**config.mk**
```make
export PLATFORM = sky130hd
export DESIGN_NAME = whack_game_control
export DESIGN_NICKNAME = d
export VERILOG_FILES = /design/src/rtl/whack_pkg.sv /design/src/rtl/whack_lfsr.sv /design/src/rtl/whack_game_control.sv
export SDC_FILE = /design/constraint.sdc
export NUM_CORES = 1
export LEC_CHECK = 0
export BUFFER_PORTS_ARGS = -buffer_cell sky130_fd_sc_hd__buf_2
export CAP_MARGIN = 20
export CORE_ASPECT_RATIO = 1.1
export CORE_UTILIZATION = 45
export CTS_CLUSTER_DIAMETER = 120
export DETAILED_ROUTE_END_ITERATION = 10
export GPL_TIMING_DRIVEN = 0
export PLACE_DENSITY_LB_ADDON = 0.25
export SYNTH_ARGS = -nofsm -noshare
export SYNTH_HDL_FRONTEND = slang
export SYNTH_HIERARCHICAL = 1
export SYNTH_SLANG_ARGS = --single-unit
```
**constraint.sdc**
```tcl
create_clock -name clk -period 2.66 [get_ports clk]
set_input_delay 0.133 -clock clk [delete_from_list [all_inputs] [get_ports clk]]
set_output_delay 0.133 -clock clk [all_outputs]
set_load 0.01 [all_outputs]
```
**src/rtl/whack_pkg.sv**
```systemverilog
// Shared definitions for the whack-a-mole game: state bus encoding
// used by the sequencer, the score datapath and the display.
package whack_pkg;

    localparam int STATE_W = 3;

    typedef enum logic [STATE_W-1:0] {
        ST_IDLE  = 3'b000,
        ST_WAIT  = 3'b001,
        ST_MOLE0 = 3'b010,
        ST_MOLE1 = 3'b011,
        ST_MOLE2 = 3'b100,
        ST_MOLE3 = 3'b101,
        ST_OVER  = 3'b110,
        ST_BAD   = 3'b111
    } state_t;

    // Bump to the next hole when the random pick repeats the last one.
    function automatic logic [1:0] pick_mole(
        input logic [1:0] raw,
        input logic [1:0] prev
    );
        return (raw == prev) ? raw + 2'd1 : raw;
    endfunction

    function automatic logic is_busy(input state_t s);
        return (s != ST_IDLE) && (s != ST_OVER) && (s != ST_BAD);
    endfunction

endpackage

```
**src/rtl/whack_lfsr.sv**
```systemverilog
// 8-bit Fibonacci LFSR (taps 8,6,5,4), free running every cycle.
// Ports: clk, Reset (async, active-high), q = current register value.
module whack_lfsr #(
    parameter logic [7:0] SEED = 8'hA5
) (
    input  logic       clk,
    input  logic       Reset,
    output logic [7:0] q
);

    logic fb;

    assign fb = q[7] ^ q[5] ^ q[4] ^ q[3];

    always_ff @(posedge clk or posedge Reset) begin
        if (Reset) q <= SEED;
        else       q <= {q[6:0], fb};
    end

endmodule

```
**src/rtl/whack_game_control.sv**
```systemverilog
// Whack-a-mole sequencer: state bus, mole pick, round count, high score.
// Ports: clk, Reset, start, enable_control, score[7:0] in;
//        state[2:0], round_count[7:0], high_score[7:0], new_record, busy out.
module whack_game_control
    import whack_pkg::*;
#(
    parameter int         NUM_ROUNDS = 16,
    parameter logic [7:0] LFSR_SEED  = 8'hA5
) (
    input  logic               clk,
    input  logic               Reset,
    input  logic               start,
    input  logic               enable_control,
    input  logic [7:0]         score,
    output logic [STATE_W-1:0] state,
    output logic [7:0]         round_count,
    output logic [7:0]         high_score,
    output logic               new_record,
    output logic               busy
);

    localparam logic [7:0] LAST = 8'(NUM_ROUNDS);

    state_t     state_q, state_d;
    logic [7:0] rc_d, hs_d;
    logic       nr_d;
    logic [1:0] prev_mole, prev_d;
    logic [1:0] mole_n;
    logic       start_q, start_rise;
    logic [7:0] lfsr_q;
    logic       lfsr_unused;

    whack_lfsr #(.SEED(LFSR_SEED)) u_lfsr (
        .clk   (clk),
        .Reset (Reset),
        .q     (lfsr_q)
    );

    // Only the two low bits choose a hole.
    assign lfsr_unused = ^lfsr_q[7:2];
    assign mole_n      = pick_mole(lfsr_q[1:0], prev_mole);
    assign start_rise  = start & ~start_q;
    assign state       = state_q;

    always_comb begin
        state_d = state_q;
        rc_d    = round_count;
        hs_d    = high_score;
        nr_d    = 1'b0;
        prev_d  = prev_mole;
        unique case (state_q)
            ST_IDLE: begin
                if (start_rise) state_d = ST_WAIT;
            end
            ST_WAIT: begin
                if (enable_control) begin
                    state_d = state_t'(3'd2 + {1'b0, mole_n});
                    prev_d  = mole_n;
                    rc_d    = round_count + 8'd1;
                end
            end
            ST_MOLE0, ST_MOLE1, ST_MOLE2, ST_MOLE3: begin
                if (enable_control) begin
                    if (round_count == LAST) begin
                        state_d = ST_OVER;
                        if (score > high_score) begin
                            hs_d = score;
                            nr_d = 1'b1;
                        end
                    end else begin
                        state_d = ST_WAIT;
                    end
                end
            end
            ST_OVER: begin
                if (start_rise) state_d = ST_IDLE;
            end
            default: state_d = ST_IDLE;
        endcase
        // A game never carries its round count into IDLE.
        if (state_d == ST_IDLE) rc_d = '0;
    end

    always_ff @(posedge clk or posedge Reset) begin
        if (Reset) begin
            state_q     <= ST_IDLE;
            round_count <= '0;
            high_score  <= '0;
            new_record  <= 1'b0;
            busy        <= 1'b0;
            prev_mole   <= '0;
            start_q     <= 1'b0;
        end else begin
            state_q     <= state_d;
            round_count <= rc_d;
            high_score  <= hs_d;
            new_record  <= nr_d;
            busy        <= is_busy(state_d);
            prev_mole   <= prev_d;
            start_q     <= start;
        end
    end

endmodule
```
==> results of run 1 <==
final cells by class:
cell class	count	area (um2)	area share (%)
flip-flops and latches	32	806	41.6
clock buffers	8	68.8	3.55
repair buffers	34	180	9.30
well taps	48	60.1	3.10
plain buffers	3	15.0	0.775
inverters	13	48.8	2.52
multi-input cells	100	758	39.1
critical path: stages (launching register included):
cell,delay [ps]
sky130_fd_sc_hd__dfrtp_1,440
sky130_fd_sc_hd__inv_1,120
sky130_fd_sc_hd__ha_1,150
sky130_fd_sc_hd__and4bb_2,250
sky130_fd_sc_hd__and2_2,170
sky130_fd_sc_hd__o211ai_2,110
sky130_fd_sc_hd__a21oi_4,300
sky130_fd_sc_hd__mux2_2,370
state kept, by name, indices dropped and copies added, names as in the netlist:
signal,count
high_score,8
round_count,8
busy,1
start_q,1
state,3
prev_mole,2
new_record,1
u_lfsr/q,8
repair_timing:
| action | in CTS | in global routing |
|---|---|---|
| buffers inserted | 0 | 0 |
| endpoints found under the hold margin | 5 | 0 |
| hold buffers | 2 | 0 |
cells by family after synthesis:
group,after synthesis,synth area share (%)
xor+xnor,11,5.92
fa+ha+maj,10,7.69
compound gates,24,9.99
buf+inv,16,3.92
simple gates,47,17.4
mux,8,5.53
flops,32,49.5
metrics by stage:
stage	total power (uW)	worst slack (ps)	hold WS [ps]	instance area [um2]	cells
3_3_place_gp	900	684	75.7	1850	228
2_1_floorplan	805	801	-54.2	1630	148
5_1_grt	1300	513	33.5	1940	238
4_1_cts	1220	612	37.1	1940	238
3_5_place_dp	908	618	93.6	1850	228
6_report	1200	637	46.6	1940	238
synthesized netlist by cell type:
library cell / instances / area [um2]
sky130_fd_sc_hd__dfrtp_1: 28 / 701
sky130_fd_sc_hd__inv_1: 13 / 48.8
sky130_fd_sc_hd__nand2_1: 12 / 45.0
sky130_fd_sc_hd__ha_1: 10 / 125
sky130_fd_sc_hd__nor2_1: 10 / 37.5
sky130_fd_sc_hd__mux2_2: 8 / 90.1
sky130_fd_sc_hd__o21ai_0: 8 / 40.0
sky130_fd_sc_hd__xor2_1: 7 / 61.3
sky130_fd_sc_hd__nand4_1: 6 / 37.5
sky130_fd_sc_hd__a21oi_1: 5 / 25.0
sky130_fd_sc_hd__dfstp_2: 4 / 105
sky130_fd_sc_hd__xnor2_1: 4 / 35.0
sky130_fd_sc_hd__buf_2: 3 / 15.0
sky130_fd_sc_hd__a21o_1: 2 / 15.0
sky130_fd_sc_hd__a31oi_1: 2 / 12.5
sky130_fd_sc_hd__and4_1: 2 / 17.5
sky130_fd_sc_hd__and4bb_2: 2 / 25.0
sky130_fd_sc_hd__nand2b_1: 2 / 12.5
sky130_fd_sc_hd__nand3_1: 2 / 10.0
sky130_fd_sc_hd__nor2b_1: 2 / 12.5
sky130_fd_sc_hd__or3_1: 2 / 12.5
sky130_fd_sc_hd__a21oi_4: 1 / 16.3
sky130_fd_sc_hd__and2_1: 1 / 6.26
sky130_fd_sc_hd__and2_2: 1 / 7.51
sky130_fd_sc_hd__nand3b_1: 1 / 7.51
sky130_fd_sc_hd__nand4bb_1: 1 / 11.3
sky130_fd_sc_hd__nor3_1: 1 / 5.00
sky130_fd_sc_hd__nor3b_2: 1 / 12.5
sky130_fd_sc_hd__nor4b_4: 1 / 23.8
sky130_fd_sc_hd__o211ai_1: 1 / 7.51
sky130_fd_sc_hd__o211ai_2: 1 / 12.5
sky130_fd_sc_hd__o21bai_1: 1 / 7.51
sky130_fd_sc_hd__o31ai_1: 1 / 7.51
sky130_fd_sc_hd__o32a_1: 1 / 10.0
sky130_fd_sc_hd__o32ai_1: 1 / 8.76
layer usage:
| metal | GRT usage [%] | share of wire [%] |
|---|---|---|
| met1 | 21.4 | 46 |
| met3 | 3.79 | 4.2 |
| met5 | 0 | 0 |
| met2 | 29.4 | 48 |
| met4 | 9.52 | 1.8 |
worst min-delay path by stage:
stage	start	to	slack, ps
final	score[3]	high_score[3]$_DFFE_PP0P_	50
after global routing	score[6]	high_score[6]$_DFFE_PP0P_	30
after CTS	score[3]	high_score[3]$_DFFE_PP0P_	40
after detailed placement	Reset	u_lfsr/q[1]$_DFF_PP0_	90
after global placement	Reset	u_lfsr/q[6]$_DFF_PP0_	80
after floorplan	Reset	u_lfsr/q[1]$_DFF_PP0_	-50
report_power, final:
part	internal, uW	switching, uW	total [uW]
Combinational	129	188	316
Clock	155	151	306
Sequential	531	51.2	582
Total	815	390	1200
==> key figures, run 1 <==
Yosys
  – Share of the yosys chip area belonging to registers: 49.5%
  – Number of distinct library cells after synthesis: 35
  – #FFs+latches synth: 32
  – Warnings from Yosys: 6
  – Nets in the synthesized netlist: 170
  – Post-synthesis average cell area: 11.0 um2
  – Count of mapped cells out of synthesis: between 100 and 150
  – Summed instance area of the synthesized netlist: 1630 um2

Setup path
  – Worst EP arrival: 2230 ps
  – Crit path required time: 2870 ps
  – Worst Setup End Kind: flop
  – Path depth of the worst reg2reg path: 7
  – Critical path startpoint: round_count[0]$_DFFE_PP0P_
  – Startpoint Class: flop
  – Reg-to-Reg End: high_score[1]$_DFFE_PP0P_
  – Worst reg2reg setup slack: 640 ps
  – End point of the critical path: high_score[1]$_DFFE_PP0P_
  – Worst Path Class, Setup: flop to flop
  – Maximum fanout along the worst path: 9
  – Launch instance of the worst register-to-register path: round_count[0]$_DFFE_PP0P_

STA
  – F_max: 494 MHz
  – RSZ-0062 raised after global routing: no
  – Post-Route Skew: between 15 and 20 ps
  – Worst-Margin Slew: 900 ps
  – Final number of hold-violating endpoints: 0
  – Final Max Slew Viols: 0
  – Final Cycle Share: 76.1%
  – Setup TNS: 0 ps
  – Headroom to the max-slew limit: between 30% and 40%
  – Final critical delay including setup and external delays: 2020 ps
  – Total setup violations reported at the end of the flow: 0

Job
  – Max-capacitance violation count: 0

Route
  – Total wire length after detailed routing: 2930 um
  – Via count: roughly 1200
  – Number of nets with antenna violations after routing: 0
  – Count of TritonRoute iterations in the first routing pass: 4
  – Initial detailed-routing violation count: 41
  – Number of vias per cell after detailed routing: 5.01
  – Average wire per standard cell: between 10 and 15 um
  – DRC Markers: 0

Die
  – Die Height: 65.1 um
  – Initial core utilization: 48.1%
  – Die boundary width: 59.3 um
  – # rows: 22
  – Floorplan Core Area: around 3400 um2
  – Die Area: 3860 um2
  – Top-Level Pins: 33

Layout
  – Most frequent standard cell in the layout excluding fill and tap cells: sky130_fd_sc_hd__buf_2
  – Filler Cell Count: approximately 320
  – Number of nets in the layout: 211
  – Area grow syn2layout: 19.0%
  – Core utilization of the finished layout: between 50% and 60%
  – Antenna fix cells: 0
  – Ratio of cells with drive above 1 in the final layout: 32.1%
  – Commonest non-fill, non-tap cells in the layout: 35 x sky130_fd_sc_hd__buf_2, 28 x sky130_fd_sc_hd__dfrtp_1, 13 x sky130_fd_sc_hd__inv_1

Clock network
  – Max H-tree Level: 2
  – Buffer levels on the longest clock path: 2
  – Clock transition at the register clock pins on the worst setup and hold paths after CTS: 100 ps
  – Resized cells post-CTS: 0
  – Master cell of the clock root buffer: sky130_fd_sc_hd__clkbuf_4
  – Clock Latency Late Sink: 330 ps
  – Number of buffers created by CTS: 5
  – # clock sinks: 32
  – CTS tree: done

Pwr
  – Leak Pwr: between 0.0009 and 0.001 uW
  – Power density over the cells: about 620 nW/um2
  – Worst voltage drop across the vdd grid: 0.000368 V

Status
  – Outcome: finished, final reports clean

Global routing
  – Antenna violations before repair: 0
  – Via count of the first global-routing pass: 1151
  – All-Layer GR Usage: around 18%
  – Largest net degree at the start of global routing: 25
  – Final global-route overflow total: 0
  – First-pass GRT wire length: 5060 um

Place
  – Port bufs: 32
  – HPWL after DPL: between 2000 and 2500 um
  – Placer Congestion: 0.822

Worst hold path
  – Tightest Hold Check Type: input pin to flop
  – Worst Hold Depth: 2
Note: power is estimated with default switching activity, not from simulation.
==> run 2: changes to the inputs <==
- clock period: 2.66 -> 2.1 ns (I/O delays scaled with it)
==> key figures, run 2 (synthesis gave the netlist of run 1 again) <==
Clock network
  – Resized cells post-CTS: 0 (unchanged)
  – CTS tree: done (unchanged)
  – Clock transition at the register clock pins on the worst setup and hold paths after CTS: 100 ps (about the same)
  – # clock sinks: 32 (unchanged)
  – Master cell of the clock root buffer: sky130_fd_sc_hd__clkbuf_4 (unchanged)
  – Clock Latency Late Sink: 330 ps (about the same)
  – Number of buffers created by CTS: 5 (unchanged)
  – Max H-tree Level: 2 (unchanged)
  – Buffer levels on the longest clock path: 2 (unchanged)

Place
  – Port bufs: 32 (unchanged)
  – DP Worst Slack: 58.3 ps (was 618 ps)
  – Placer Congestion: 0.822 (unchanged)
  – HPWL after DPL: 2140 um (unchanged)

Route
  – Metal2 WL: 1430 um (was 1410 um)
  – Highest Signal Layer: met4 (unchanged)
  – Total wire length after detailed routing: 3000 um (was 2930 um)
  – Number of vias per cell after detailed routing: 5.07 (was 5.01)
  – Count of TritonRoute iterations in the first routing pass: 4 (unchanged)
  – DRC Markers: 0 (unchanged)
  – Via count: 1222 (was 1192)
  – Wl on met1: 1370 um (was 1340 um)
  – Initial detailed-routing violation count: 44 (was 41)
  – Sum of met3 wire segment lengths after detailed routing: 130 um (was 122 um)
  – Average wire per standard cell: 12.5 um (was 12.3 um)
  – Number of nets with antenna violations after routing: 0 (unchanged)

Worst hold path
  – Endpoint of the worst hold path: high_score[3]$_DFFE_PP0P_ (unchanged)
  – Tightest Hold Check Type: input pin to flop (unchanged)
  – Worst Hold Depth: 2 (unchanged)
  – Hold path startpoint: score[3] (unchanged)

Global routing
  – Antenna violations before repair: 0 (unchanged)
  – Largest net degree at the start of global routing: 25 (unchanged)
  – Via count of the first global-routing pass: 1151 (unchanged)
  – All-Layer GR Usage: 17.9% (unchanged)
  – Final global-route overflow total: 0 (unchanged)
  – First-pass GRT wire length: 5060 um (unchanged)

STA
  – Smallest setup slack after layout: 127 ps (was 637 ps)
  – Headroom to the max-slew limit: 40.6% (was 40.0%)
  – Worst-Margin Slew: 891 ps (was 900 ps)
  – Final number of hold-violating endpoints: 0 (unchanged)
  – RSZ-0062 raised after global routing: no (unchanged)
  – Setup TNS: 0 ps (unchanged)
  – Total setup violations reported at the end of the flow: 0 (unchanged)
  – Final critical delay including setup and external delays: 1970 ps (was 2020 ps)
  – Post-Route Skew: 17.6 ps (was 17.1 ps)
  – Final Max Slew Viols: 0 (unchanged)
  – Final Cycle Share: 93.9% (was 76.1%)
  – F_max: 507 MHz (was 494 MHz)

Layout
  – Antenna fix cells: 0 (unchanged)
  – Registers with the highest flip-flop counts: high_score x8, round_count x8, u_lfsr/q x8 (unchanged)
  – Most frequent standard cell in the layout excluding fill and tap cells: sky130_fd_sc_hd__buf_2 (unchanged)
  – Ratio of cells with drive above 1 in the final layout: 33.2% (was 32.1%)
  – Commonest non-fill, non-tap cells in the layout: 35 x sky130_fd_sc_hd__buf_2, 28 x sky130_fd_sc_hd__dfrtp_1, 13 x sky130_fd_sc_hd__inv_1 (unchanged)
  – Number of nets in the layout: 214 (was 211)
  – Filler Cell Count: 311 (was 315)
  – Core utilization of the finished layout: 58.2% (was 57.2%)
  – Area grow syn2layout: 21.1% (was 19.0%)

Setup path
  – Worst EP arrival: 2200 ps (was 2230 ps)
  – Worst Setup End Kind: flop (unchanged)
  – Launch instance of the worst register-to-register path: round_count[0]$_DFFE_PP0P_ (unchanged)
  – Worst Path Class, Setup: flop to flop (unchanged)
  – Path depth of the worst reg2reg path: 8 (was 7)
  – Worst reg2reg setup slack: 130 ps (was 640 ps)
  – Startpoint Class: flop (unchanged)
  – Crit path required time: 2330 ps (was 2870 ps)
  – Reg-to-Reg End: high_score[4]$_DFFE_PP0P_ (was high_score[1]$_DFFE_PP0P_)
  – Maximum fanout along the worst path: 6 (was 9)

Pwr
  – Clock power frac: 25.1% (was 25.4%)
  – Sequential group share of total power: 47.5% (was 48.3%)
  – Worst voltage drop across the vdd grid: 0.000502 V (was 0.000368 V)
  – Internal cell power: 1050 uW (was 815 uW)
  – Leak Pwr: 0.000971 uW (was 0.000953 uW)
  – Share of power burned in combinational logic: 27.4% (was 26.2%)
  – Power density over the cells: 786 nW/um2 (was 622 nW/um2)
  – Proportion of total power due to net switching: 32.2% (was 32.3%)
  – Switching power: 499 uW (was 390 uW)
  – Power, Total: 1550 uW (was 1200 uW)

Die
  – Die boundary width: 59.3 um (unchanged)
  – Die Area: 3860 um2 (unchanged)
  – Die Height: 65.1 um (unchanged)
  – Top-Level Pins: 33 (unchanged)
  – Floorplan Core Area: 3390 um2 (unchanged)
  – Initial core utilization: 48.1% (unchanged)
  – # rows: 22 (unchanged)

Status
  – Outcome: finished, final reports clean (unchanged)

Job
  – Max-capacitance violation count: 0 (unchanged)
run 2: cell types whose count changed in the layout (fill, tap and decap cells not counted), sizes merged:
| cell | before | now |
|---|---|---|
| buf | 35 | 38 |
run 2: final cells by class:
| type | count | area [um2] | area share [%] |
|---|---|---|---|
| inverter | 13 | 48.8 | 2.47 |
| clock buffer | 8 | 68.8 | 3.49 |
| tap | 48 | 60.1 | 3.05 |
| timing repair buffer | 37 | 215 | 10.9 |
| multi-input combinational | 100 | 758 | 38.5 |
| sequential | 32 | 806 | 40.9 |
| buffer | 3 | 15.0 | 0.761 |
run 2: metrics by stage:
step                      hold slack [ps]  cells  area [um2]
after global placement               47.7    228        1850
after global routing                 4.88    241        1970
final                                17.3    241        1970
after floorplan                     -82.2    148        1630
after detailed placement             65.6    228        1850
after CTS                            9.07    238        1940
run 2: worst max-delay path, stage by stage, from the launching register on:
cell and delay, ps:
sky130_fd_sc_hd__dfrtp_1 440, sky130_fd_sc_hd__inv_1 120, sky130_fd_sc_hd__ha_1 150, sky130_fd_sc_hd__and4bb_2 250
sky130_fd_sc_hd__and2_2 170, sky130_fd_sc_hd__o211ai_2 110, sky130_fd_sc_hd__a21oi_4 160, sky130_fd_sc_hd__buf_4 160
sky130_fd_sc_hd__mux2_2 320
run 2: worst max path at each step:
| stage | startpoint | end | slack [ps] | depth (start not counted) |
|---|---|---|---|---|
| 6_report | round_count[0]$_DFFE_PP0P_ | high_score[4]$_DFFE_PP0P_ | 130 | 8 |
| 5_1_grt | round_count[0]$_DFFE_PP0P_ | high_score[7]$_DFFE_PP0P_ | 20 | 8 |
| 4_1_cts | round_count[0]$_DFFE_PP0P_ | high_score[0]$_DFFE_PP0P_ | 50 | 7 |
| 3_5_place_dp | round_count[0]$_DFFE_PP0P_ | high_score[0]$_DFFE_PP0P_ | 60 | 7 |
| 3_3_place_gp | round_count[0]$_DFFE_PP0P_ | high_score[4]$_DFFE_PP0P_ | 120 | 7 |
| 2_1_floorplan | round_count[0]$_DFFE_PP0P_ | high_score[0]$_DFFE_PP0P_ | 240 | 7 |
run 2: per-layer routing:
| layer | global-route usage [%] | vias to the layer above |
|---|---|---|
| met5 | 0 | - |
| met4 | 9.52 | 0 |
| met3 | 3.79 | 9 |
| met2 | 29.4 | 32 |
| met1 | 21.4 | 574 |
| li1 | - | 607 |
run 2: what timing repair did:
| item | 4_1_cts | 5_1_grt |
|---|---|---|
| hold buffers | 2 | 0 |
| buffers inserted | 0 | 3 |
| hold endpoints to repair | 18 | 0 |
| setup endpoints to repair | 0 | 16 |
run 2: power by group through the flow:
stage                     logic, uW  registers [uW]  clock network (uW)
after floorplan                 261             758                   0
after global routing            486             749                 430
after CTS                       408             737                 406
final                           425             737                 389
after detailed placement        402             748                   0
after global placement          394             746                   0
